**src/rtl/clock_pkg.sv**
```systemverilog
// Shared constants for the clock user project: cycle counts at the nominal
// system clock and the display/set mode encoding consumed by the core.
package clock_pkg;

   localparam int unsigned ClockFreqHz           = 10_000_000;
   localparam int unsigned DebounceCyclesDefault = 100_000;    // 10 ms
   localparam int unsigned HoldCyclesDefault     = 5_000_000;  // 500 ms
   localparam int unsigned RepeatCyclesDefault   = 1_000_000;  // 100 ms

   typedef enum logic [1:0] {
      ModeShowTime,
      ModeSetHours,
      ModeSetMinutes,
      ModeSetSeconds
   } clock_mode_e;

   function automatic int unsigned max_u(input int unsigned a, input int unsigned b);
      return (a > b) ? a : b;
   endfunction

endpackage

```
**src/rtl/button_debounce.sv**
```systemverilog
// One button channel: 2-flop synchronizer, debounce counter, stable level and
// rise detection. The rise strobe is presented one cycle early (rise_next) so
// the parent can register its pulse on the same edge the level changes.
module button_debounce
   import clock_pkg::*;
#(
   parameter int unsigned DEBOUNCE_CYCLES = DebounceCyclesDefault
) (
   input  logic clock,
   input  logic reset,
   input  logic raw,
   output logic level,
   output logic level_next,
   output logic rise_next
);

   localparam int unsigned CntW = (DEBOUNCE_CYCLES > 1) ? $clog2(DEBOUNCE_CYCLES) : 1;
   localparam logic [CntW-1:0] CntMax = CntW'(DEBOUNCE_CYCLES - 1);

   logic            sync1_q, sync2_q;
   logic [CntW-1:0] cnt_q, cnt_d;
   logic            level_q, level_d;

   // Bring the asynchronous pad level into the clock domain.
   always_ff @(posedge clock) begin
      if (reset) begin
         sync1_q <= 1'b0;
         sync2_q <= 1'b0;
      end else begin
         sync1_q <= raw;
         sync2_q <= sync1_q;
      end
   end

   // Count consecutive cycles of disagreement; any agreement restarts the count.
   always_comb begin
      level_d = level_q;
      cnt_d   = '0;
      if (sync2_q != level_q) begin
         if (cnt_q == CntMax) begin
            level_d = sync2_q;
         end else begin
            cnt_d = cnt_q + 1'b1;
         end
      end
   end

   // Debounce state.
   always_ff @(posedge clock) begin
      if (reset) begin
         cnt_q   <= '0;
         level_q <= 1'b0;
      end else begin
         cnt_q   <= cnt_d;
         level_q <= level_d;
      end
   end

   assign level      = level_q;
   assign level_next = level_d;
   assign rise_next  = level_d & ~level_q;

endmodule

```
**src/rtl/button_conditioner.sv**
```systemverilog
// Conditions the increment and mode buttons into one-cycle request pulses for
// the timekeeping core. Mode wins when both pulses land on the same cycle.
// Define BUTTON_AUTOREPEAT_EN to build hold-to-repeat on the increment channel.
module button_conditioner
   import clock_pkg::*;
#(
   parameter int unsigned DEBOUNCE_CYCLES = DebounceCyclesDefault,
   parameter int unsigned HOLD_CYCLES     = HoldCyclesDefault,
   parameter int unsigned REPEAT_CYCLES   = RepeatCyclesDefault
) (
   input  logic clock,
   input  logic reset,
   input  logic increment_trigger,
   input  logic counter_trigger,
   output logic inc_pulse,
   output logic mode_pulse,
   output logic inc_level,
   output logic mode_level
);

   logic inc_level_next, inc_rise;
   logic mode_level_next, mode_rise;
   logic inc_fire;
   logic inc_pulse_q, mode_pulse_q;

   button_debounce #(
      .DEBOUNCE_CYCLES (DEBOUNCE_CYCLES)
   ) u_inc_debounce (
      .clock      (clock),
      .reset      (reset),
      .raw        (increment_trigger),
      .level      (inc_level),
      .level_next (inc_level_next),
      .rise_next  (inc_rise)
   );

   button_debounce #(
      .DEBOUNCE_CYCLES (DEBOUNCE_CYCLES)
   ) u_mode_debounce (
      .clock      (clock),
      .reset      (reset),
      .raw        (counter_trigger),
      .level      (mode_level),
      .level_next (mode_level_next),
      .rise_next  (mode_rise)
   );

`ifdef BUTTON_AUTOREPEAT_EN
   localparam int unsigned HoldCount = max_u(HOLD_CYCLES, REPEAT_CYCLES);
   localparam int unsigned HoldW     = (HoldCount > 1) ? $clog2(HoldCount) : 1;
   localparam logic [HoldW-1:0] HoldLimit   = HoldW'(HOLD_CYCLES - 1);
   localparam logic [HoldW-1:0] RepeatLimit = HoldW'(REPEAT_CYCLES - 1);

   logic [HoldW-1:0] hold_q;
   logic             repeating_q;
   logic             at_limit, repeat_fire;

   // First firing waits the hold time, later ones the repeat interval. No
   // firing on the edge where the debounced level drops.
   always_comb begin
      at_limit    = repeating_q ? (hold_q == RepeatLimit) : (hold_q == HoldLimit);
      repeat_fire = inc_level & inc_level_next & at_limit;
   end

   // Hold timer runs only while increment is held and no mode press intervenes.
   always_ff @(posedge clock) begin
      if (reset || !inc_level || mode_rise) begin
         hold_q      <= '0;
         repeating_q <= 1'b0;
      end else if (at_limit) begin
         hold_q      <= '0;
         repeating_q <= 1'b1;
      end else begin
         hold_q      <= hold_q + 1'b1;
      end
   end

   logic unused_level_next;
   assign unused_level_next = mode_level_next;
   assign inc_fire = inc_rise | repeat_fire;
`else
   logic unused_cfg;
   assign unused_cfg = ^{inc_level_next, mode_level_next, 1'(HOLD_CYCLES), 1'(REPEAT_CYCLES)};
   assign inc_fire   = inc_rise;
`endif

   // Register the request pulses; mode suppresses a coincident increment.
   always_ff @(posedge clock) begin
      if (reset) begin
         inc_pulse_q  <= 1'b0;
         mode_pulse_q <= 1'b0;
      end else begin
         inc_pulse_q  <= inc_fire & ~mode_rise;
         mode_pulse_q <= mode_rise;
      end
   end

   assign inc_pulse  = inc_pulse_q;
   assign mode_pulse = mode_pulse_q;

endmodule

```
**config.mk**
```make
export PLATFORM = sky130hd
export DESIGN_NAME = button_conditioner
export DESIGN_NICKNAME = d
export VERILOG_FILES = /design/src/rtl/clock_pkg.sv /design/src/rtl/button_debounce.sv /design/src/rtl/button_conditioner.sv
export SDC_FILE = /design/constraint.sdc
export NUM_CORES = 1
export LEC_CHECK = 0
export ABC_AREA = 0
export CAP_MARGIN = 20
export CELL_PAD_IN_SITES_DETAIL_PLACEMENT = 1
export CELL_PAD_IN_SITES_GLOBAL_PLACEMENT = 2
export CORE_ASPECT_RATIO = 1.25
export CORE_UTILIZATION = 33
export CTS_CLUSTER_DIAMETER = 30
export CTS_CLUSTER_SIZE = 30
export DETAILED_ROUTE_END_ITERATION = 10
export PLACE_DENSITY_LB_ADDON = 0.1
export SYNTH_ARGS = -nofsm -noshare
export SYNTH_HDL_FRONTEND = slang
export SYNTH_SLANG_ARGS = --single-unit
```
**constraint.sdc**
```tcl
create_clock -name clock -period 3.88 [get_ports clock]
set_input_delay 0.97 -clock clock [delete_from_list [all_inputs] [get_ports clock]]
set_output_delay 0.97 -clock clock [all_outputs]
set_load 0.01 [all_outputs]
```
### Yosys cells after proc, flatten, opt, wreduce, memory -nomap -nowiden

Cells that the tools add are included.

* bits in writable memories: 0
* register bits: 42
* bits of input ports: 4
* bits in read-only memories: 0
* output and inout bits: 4
* memories kept: 0
* word-level logic and storage cells: 30
* bits in latches: 0

* add/sub/neg operators: 2
* muxes and demuxes: 4
* reductions and logical operators: 2
* bitwise logic cells: 8
* shift-type cells: 0
* div/mod/pow operators: 0
* magnitude comparators: 0
* $mul: 0
* equal/unequal tests: 4

Operator list (number)
* $add 17x1->17 const B: 2
* $eq 17x17->1 const B: 2
* $reduce_or 3->1: 2
* $not 1->1: 5
* $mux 1: 4
* $and 1x1->1: 3
* $ne 1x1->1: 2

### Logic depth before layout (Yosys ltp)

Gate-level depths: netlist of the first run.

* depth in word-level cells: 6
* mapped depth: 7
* gate-level depth less buffers: 5

### Cells and area by module

From an unflattened synthesis of the first run, not the netlist that was laid out.

* cell total of the unflattened synthesis: 196
* area, all modules: 1804.2 um2

By module, submodules not included
* button_debounce (u_mode_debounce): area each 873.3 um2, instances 1, cells an instance 96, seq. area each 400.4 um2
* button_debounce (u_inc_debounce): area each 872.1 um2, instances 1, cells an instance 96, seq. area each 400.4 um2
* button_conditioner: area each 58.8 um2, instances 1, cells an instance 4, seq. area each 40.0 um2

### Least setup slack after synthesis of the first run

OpenSTA, ideal clock, no wires.

* path type: in2reg
* from: in reset
* to: reg u_mode_debounce.cnt_q[12]
* required time: 3.816 ns
* path slack: 2.022 ns
* buffers on the path: 3
* data arrival time: 1.794 ns
* stages: 5
* setup time: 0.064 ns
* cells stage by stage: buf_6 -> or3_1 -> buf_6 -> buf_12 -> nor2_1

* longest elaborated chain between the ends: 1

Ends and longest elaborated chain
* start, declared: line button_conditioner.sv:12 `input logic reset,`
* $reduce_or 3->1 (no source line)
* end signal, assigned: line button_debounce.sv:54 `cnt_q <= cnt_d;`
* end, declared: line button_debounce.sv:21 `logic [CntW-1:0] cnt_q, cnt_d;`

Every way passes these cells.
A chain may end at the register's enable or synchronous reset.

### Worst setup path in the final report of the first run

* from: reg u_inc_debounce.level_q, in the netlist u_inc_debounce.level
* to: out inc_level

RTL lines
* start, declared: line button_debounce.sv:22 `logic level_q, level_d;`
* start signal, assigned: line button_debounce.sv:55 `level_q <= level_d;`
* end, declared: line button_conditioner.sv:17 `output logic inc_level,`

No word-level cell between the ends.

==> results.toml, run 1 <==
[run_status]
status = "finished clean"

[timing]
max_slew_margin_pct = 61.7
rsz0062_at_grt = "no"
tns_ns = 0
tightest_slew_ns = 0.575
setup_ws_ns = 1.64
setup_viol = 0
drv_slew = 0
hold_ws_ns = 0.449
period_needed_ns = 2.24
final-hold-violation-count = 0
period_share_pct = 57.7
clock_skew_ns = 0.00556
fmax_mhz = 446

[place]
dp_slack_ns = 1.32
gp_congestion = 0.783
io_buffers = 7
post-dp-hpwl_um = 3060

[clock_tree]
cts_buffer_depth = 2
numCtsBuffers = 5
h-tree-depth = 2
post_cts_buffers = 0
cts_hold_buf = 0
clk_pin_slew_ns = 0.08
cts_resized = 0
clockRootBuffer = "clkbuf_8"
clk_latency_ns = 0.29
cts.sinks = 42
tritoncts = "built"

[yosys]
yosys_warnings = 0
synth_seq_cells = 42
syn_area_um2 = 1860
synth_nets = 210
yosys-top-cells-area = "dfxtp_1, xnor2_1, nor2_1, nand4_1, xor2_1"
synth.most_common_cell = "dfxtp_1"
syn_inst = 204
synth_top_cell_area_share_pct = 45.3
synthTopCellsByCount = "dfxtp_1, nor2_1, xnor2_1"
synthFlopType = "dfxtp_1"
async_flop_share_pct = 0
syn_area_per_cell_um2 = 9.10
synth-edff-count = 0
yosysSeqAreaShare_pct = 45.3
synth.largest_area_cell = "dfxtp_1"
synth.distinct_cells = 30

[floorplan]
core_area_um2 = 5410
die_x_um = 69.1
initial_core_util_pct = 34.3
rows = 30
die-height_um = 85.8
io_pins = 8
dieArea_um2 = 5930

[setup_path]
crit_family = "buffers and inverters"
worstReg2RegStart = "u_mode_debounce.cnt_q[14]$_SDFF_PP0_"
path_max_fanout = 4
cp_slowest_cell = "clkdlybuf4s50_1"
max_stage_delay_ns = 0.56
rr_worst_depth = 4
path_buf_inv = 1
r2r_slack_ns = 1.74
cp.required_ns = 2.91
arrival_ns = 1.27
worstSetupPathType = "reg -> out"
worstSetupEndpointType = "primary output"
start_kind = "flip-flop"
cp_cell_sequence = "clkdlybuf4s50_1"
rr_endpoint = "u_mode_debounce.cnt_q[11]$_SDFF_PP0_"

[final_layout]
n_antenna_cell = 0
regArea_um2 = 841
area_delta_synth_final_pct = 10.0
final_util_pct = 37.8
multiInputGateArea_um2 = 923
drive_above_1_share_pct = 6.67
fillers = 648
layout.nets = 215

[grt]
grt_pass1_wl_um = 7180
antenna_found_initial = 0
grt-ovfl-total = 0
grt_max_degree = 18
grt_pass1_vias = 1506
grtUsageTotal_pct = 15.4

[drt]
drt_iter0_markers = 37
viasPerCell = 5.15
vias = 1410
drt_wl_total_um = 4110
ant_nets = 0
drc = 0
wire_per_inst_um = 15.0
drt-pass1-iter-count = 3

[hold_path]
hold_class = "reg -> reg"
hold_start = "u_inc_debounce.sync1_q$_SDFF_PP0_"
hold_path_end = "u_inc_debounce.sync2_q$_SDFF_PP0_"
whs_path_depth = 1

[pwr]
p_per_area_nw_per_um2 = 389
p_leak_uw = 0.000583
peakVddDrop_v = 0.000255

[run]
maxCapViolCount = 0
==> power by group <==
group	internal [µW]	switching [µW]	total (µW)	leakage, µW
combinational	4.95	5.35	10.3	0.000185
clock	190	158	348	0.0000579
sequential	433	1.91	435	0.000339
==> area by class of cell <==
type | count | area share (%)
Clock buffer | 5 | 3.37
Tap cell | 64 | 3.92
Clock inverter | 3 | 1.96
Timing Repair Buffer | 7 | 3.43
Inverter | 5 | 0.919
Sequential cell | 42 | 41.2
Multi-Input combinational cell | 148 | 45.2
==> per-stage QoR <==
| step | power, µW | cells | cell area [µm²] |
|---|---|---|---|
| final | 793 | 274 | 2040 |
| after global routing | 832 | 274 | 2040 |
| after CTS | 804 | 274 | 2040 |
| after detailed placement | 456 | 266 | 1930 |
| after global placement | 455 | 266 | 1930 |
| after floorplan | 454 | 204 | 1860 |
==> flip-flops by register name, summed over array words and instances (netlist names) <==
signal and cells:
u_inc_debounce.sync1_q 1, u_mode_debounce.sync1_q 1, u_mode_debounce.sync2_q 1, u_inc_debounce.cnt_q 17
u_mode_debounce.cnt_q 17, u_inc_debounce.sync2_q 1, u_mode_debounce.level 1, mode_pulse 1
u_inc_debounce.level 1, inc_pulse 1
==> per-layer routing <==
layer / global-route usage, % / wire length (µm)
met4: 7.24 / 72
met5: 0 / 0
met2: 28.0 / 2210
met1: 16.7 / 1740
met3: 3.88 / 83
==> cells in the final DEF, fill, tap and decap left out <==
cell and instances:
dfxtp_1 42, nor2_1 36, xnor2_1 20, nand4_1 16, nand2_1 12, nand3_1 9, xor2_1 9, nor4_1 7
clkdlybuf4s50_1 7, nor3_1 6, inv_1 5, clkbuf_8 5, or3_1 4, nor2b_1 4, or2_2 3, a21oi_1 3
o21ai_0 2, nor4bb_1 2, and4_1 2, or4_1 2, mux2i_1 2, ha_1 2, clkinv_2 2, nor4b_1 1
and3_1 1, or4b_4 1, nor4_4 1, a311oi_1 1, and4bb_2 1, o31ai_1 1, bufinv_16 1
==> worst max-delay path by stage <==
stage | startpoint | cells after the start | slack (ns) | endpoint
2_1_floorplan | reset | 5 | 2.02 | u_mode_debounce.cnt_q[12]$_SDFF_PP0_
3_3_place_gp | reset | 3 | 1.38 | u_mode_debounce.cnt_q[13]$_SDFF_PP0_
3_5_place_dp | reset | 3 | 1.32 | u_mode_debounce.cnt_q[16]$_SDFF_PP0_
4_1_cts | u_inc_debounce.level$_SDFF_PP0_ | 1 | 1.61 | inc_level
5_1_grt | u_mode_debounce.cnt_q[0]$_SDFF_PP0_ | 5 | 1.55 | u_mode_debounce.cnt_q[9]$_SDFF_PP0_
6_report | u_inc_debounce.level$_SDFF_PP0_ | 1 | 1.64 | inc_level
==> cells by family (layout without fill, tap and decap cells) <==
family          Yosys count  after routing  synth area share [%]
simple gates            108            108                  31.4
flops                    42             42                  45.3
xor+xnor                 29             29                  13.7
compound gates            7              7                  2.23
fa+ha+maj                 2              2                  1.35
mux                       2              2                  1.08
buf+inv                  14             20                  4.92
(Power assumes the default switching activity.)
==> run 2, diff against run 1 <==
==> constraint.sdc (replaced) <==
create_clock -name clock -period 2.1 [get_ports clock]
set_input_delay 0.525 -clock clock [delete_from_list [all_inputs] [get_ports clock]]
set_output_delay 0.525 -clock clock [all_outputs]
set_load 0.01 [all_outputs]
==> run 2 against run 1 <==
  * Hold slack improved by 0.0047 ns
  * Sequential power grew 85%
  * Via count grew 4.3%
  * First-iteration DRC count shrank 57%
  * Setup slack got worse by 1.3 ns
  * Global-route usage rose by 0.52 points
  * Largest cell class unchanged
  * Non-clock buffer count is 8 higher
==> results.toml, run 2 (same netlist as run 1, synthesis figures left out) <==
[final_layout]
top_regs = "u_inc_debounce.cnt_q (17), u_mode_debounce.cnt_q (17)"
drive_above_1_share_pct = 10.1
layout.nets = 223
n_antenna_cell = 0
final_common_cell = "dfxtp_1"
area_delta_synth_final_pct = 14.0
final_cell_mix = "dfxtp_1, nor2_1, xnor2_1"

[clock_tree]
cts_hold_buf = 0
clockRootBuffer = "clkbuf_8"
cts_resized = 0
cts_buffer_depth = 2
h-tree-depth = 2
tritoncts = "built"
numCtsBuffers = 5
post_cts_buffers = 0
cts.sinks = 42
clk_pin_slew_ns = 0.09
clk_latency_ns = 0.29

[place]
gp_congestion = 0.721
post-dp-hpwl_um = 3150
io_buffers = 7

[timing]
hold_ws_ns = 0.454
rsz0062_at_grt = "no"
clock_skew_ns = 0.00768
period_share_pct = 85.7
period_needed_ns = 1.80
fmax_mhz = 556
setup_viol = 0
final-hold-violation-count = 0
drv_slew = 0
max_slew_margin_pct = 69.5
tns_ns = 0
tightest_slew_ns = 0.453

[setup_path]
worstSetupEndpointType = "flip-flop"
start_kind = "flip-flop"
path_max_fanout = 5
cp.required_ns = 2.33
arrival_ns = 2.03
worstSetupPathType = "reg -> reg"

[floorplan]
initial_core_util_pct = 34.3
io_pins = 8
dieArea_um2 = 5930
rows = 30
die_x_um = 69.1
die-height_um = 85.8
core_area_um2 = 5410

[grt]
grt_max_degree = 18
antenna_found_initial = 0
grt_pass1_wl_um = 7400
grt-ovfl-total = 0
grtUsageTotal_pct = 15.9
grt_pass1_vias = 1612

[drt]
drc = 0
viasPerCell = 5.21
drt-pass1-iter-count = 4
drt_iter0_markers = 16
vias = 1470
wire_per_inst_um = 15.0
drt_wl_total_um = 4220
ant_nets = 0

[pwr]
p_leak_uw = 0.000628
peakVddDrop_v = 0.000249
p_per_area_nw_per_um2 = 692

[run_status]
status = "finished clean"

[hold_path]
hold_class = "reg -> reg"

[run]
maxCapViolCount = 0
-- run 2: changes by cell type in the layout (fill, tap and decap cells not counted), sizes merged --
cell / delta
buf: +8
-- run 2: worst paths after layout --
| kind | start | endpoint | slack (ns) | cells past startpoint |
|---|---|---|---|---|
| max | u_mode_debounce.cnt_q[8]$_SDFF_PP0_ | u_mode_debounce.cnt_q[16]$_SDFF_PP0_ | 0.30 | 4 |
| min | u_mode_debounce.sync1_q$_SDFF_PP0_ | u_mode_debounce.sync2_q$_SDFF_PP0_ | 0.45 | 1 |
| max reg2reg | u_mode_debounce.cnt_q[8]$_SDFF_PP0_ | u_mode_debounce.cnt_q[16]$_SDFF_PP0_ | 0.30 | 4 |
| min reg2reg | u_mode_debounce.sync1_q$_SDFF_PP0_ | u_mode_debounce.sync2_q$_SDFF_PP0_ | 0.45 | 1 |
-- run 2: critical path: stages (launching register included) --
cell and delay [ns]:
dfxtp_1 0.44, nand3_1 0.21, or3_1 0.45, or4_1 0.48, a21oi_1 0.14
-- run 2: area by class of cell --
class,instances,area (µm²)
inverters,5,18.8
fillers,661,3290
well taps,64,80.1
clock buffers,5,68.8
flip-flops and latches,42,841
clock inverters,3,40.0
multi-input cells,148,923
repair buffers,15,143
-- run 2: report_power, final --
group	internal, µW	total, µW	switching (µW)
clock	350	636	285
combinational	12.9	23.9	11.0
sequential	800	804	3.41
-- run 2: per-layer routing --
layer  track usage (%)  wire length (µm)  vias up
li1                  -                 -      732
met4              7.79                87        0
met2              31.7              2390       14
met3              2.82                78        5
met1              15.6              1660      719
met5                 0                 0        -
-- run 2: metrics by stage --
step / std cells / instance area (µm²) / utilization (%) / setup slack [ns] / power, µW
3_3_place_gp: 274 / 2010 / 37.1 / 0.357 / 846
3_5_place_dp: 274 / 2010 / 37.1 / 0.346 / 847
2_1_floorplan: 204 / 1860 / - / 0.339 / 838
6_report: 282 / 2110 / 39.1 / 0.301 / 1460
4_1_cts: 282 / 2110 / 39.1 / 0.287 / 1500
5_1_grt: 282 / 2110 / 39.1 / 0.183 / 1530
==> run 3, diff against run 2 <==
--- a/config.mk
+++ b/config.mk
@@ -14,6 +14,7 @@
 export CTS_CLUSTER_DIAMETER = 30
 export CTS_CLUSTER_SIZE = 30
 export DETAILED_ROUTE_END_ITERATION = 10
+export GPL_ROUTABILITY_DRIVEN = 0
 export PLACE_DENSITY_LB_ADDON = 0.1
 export SYNTH_ARGS = -nofsm -noshare
 export SYNTH_HDL_FRONTEND = slang
==> results of run 3 <==
No change in the layout: final DEF, timing and power equal those of run 2.
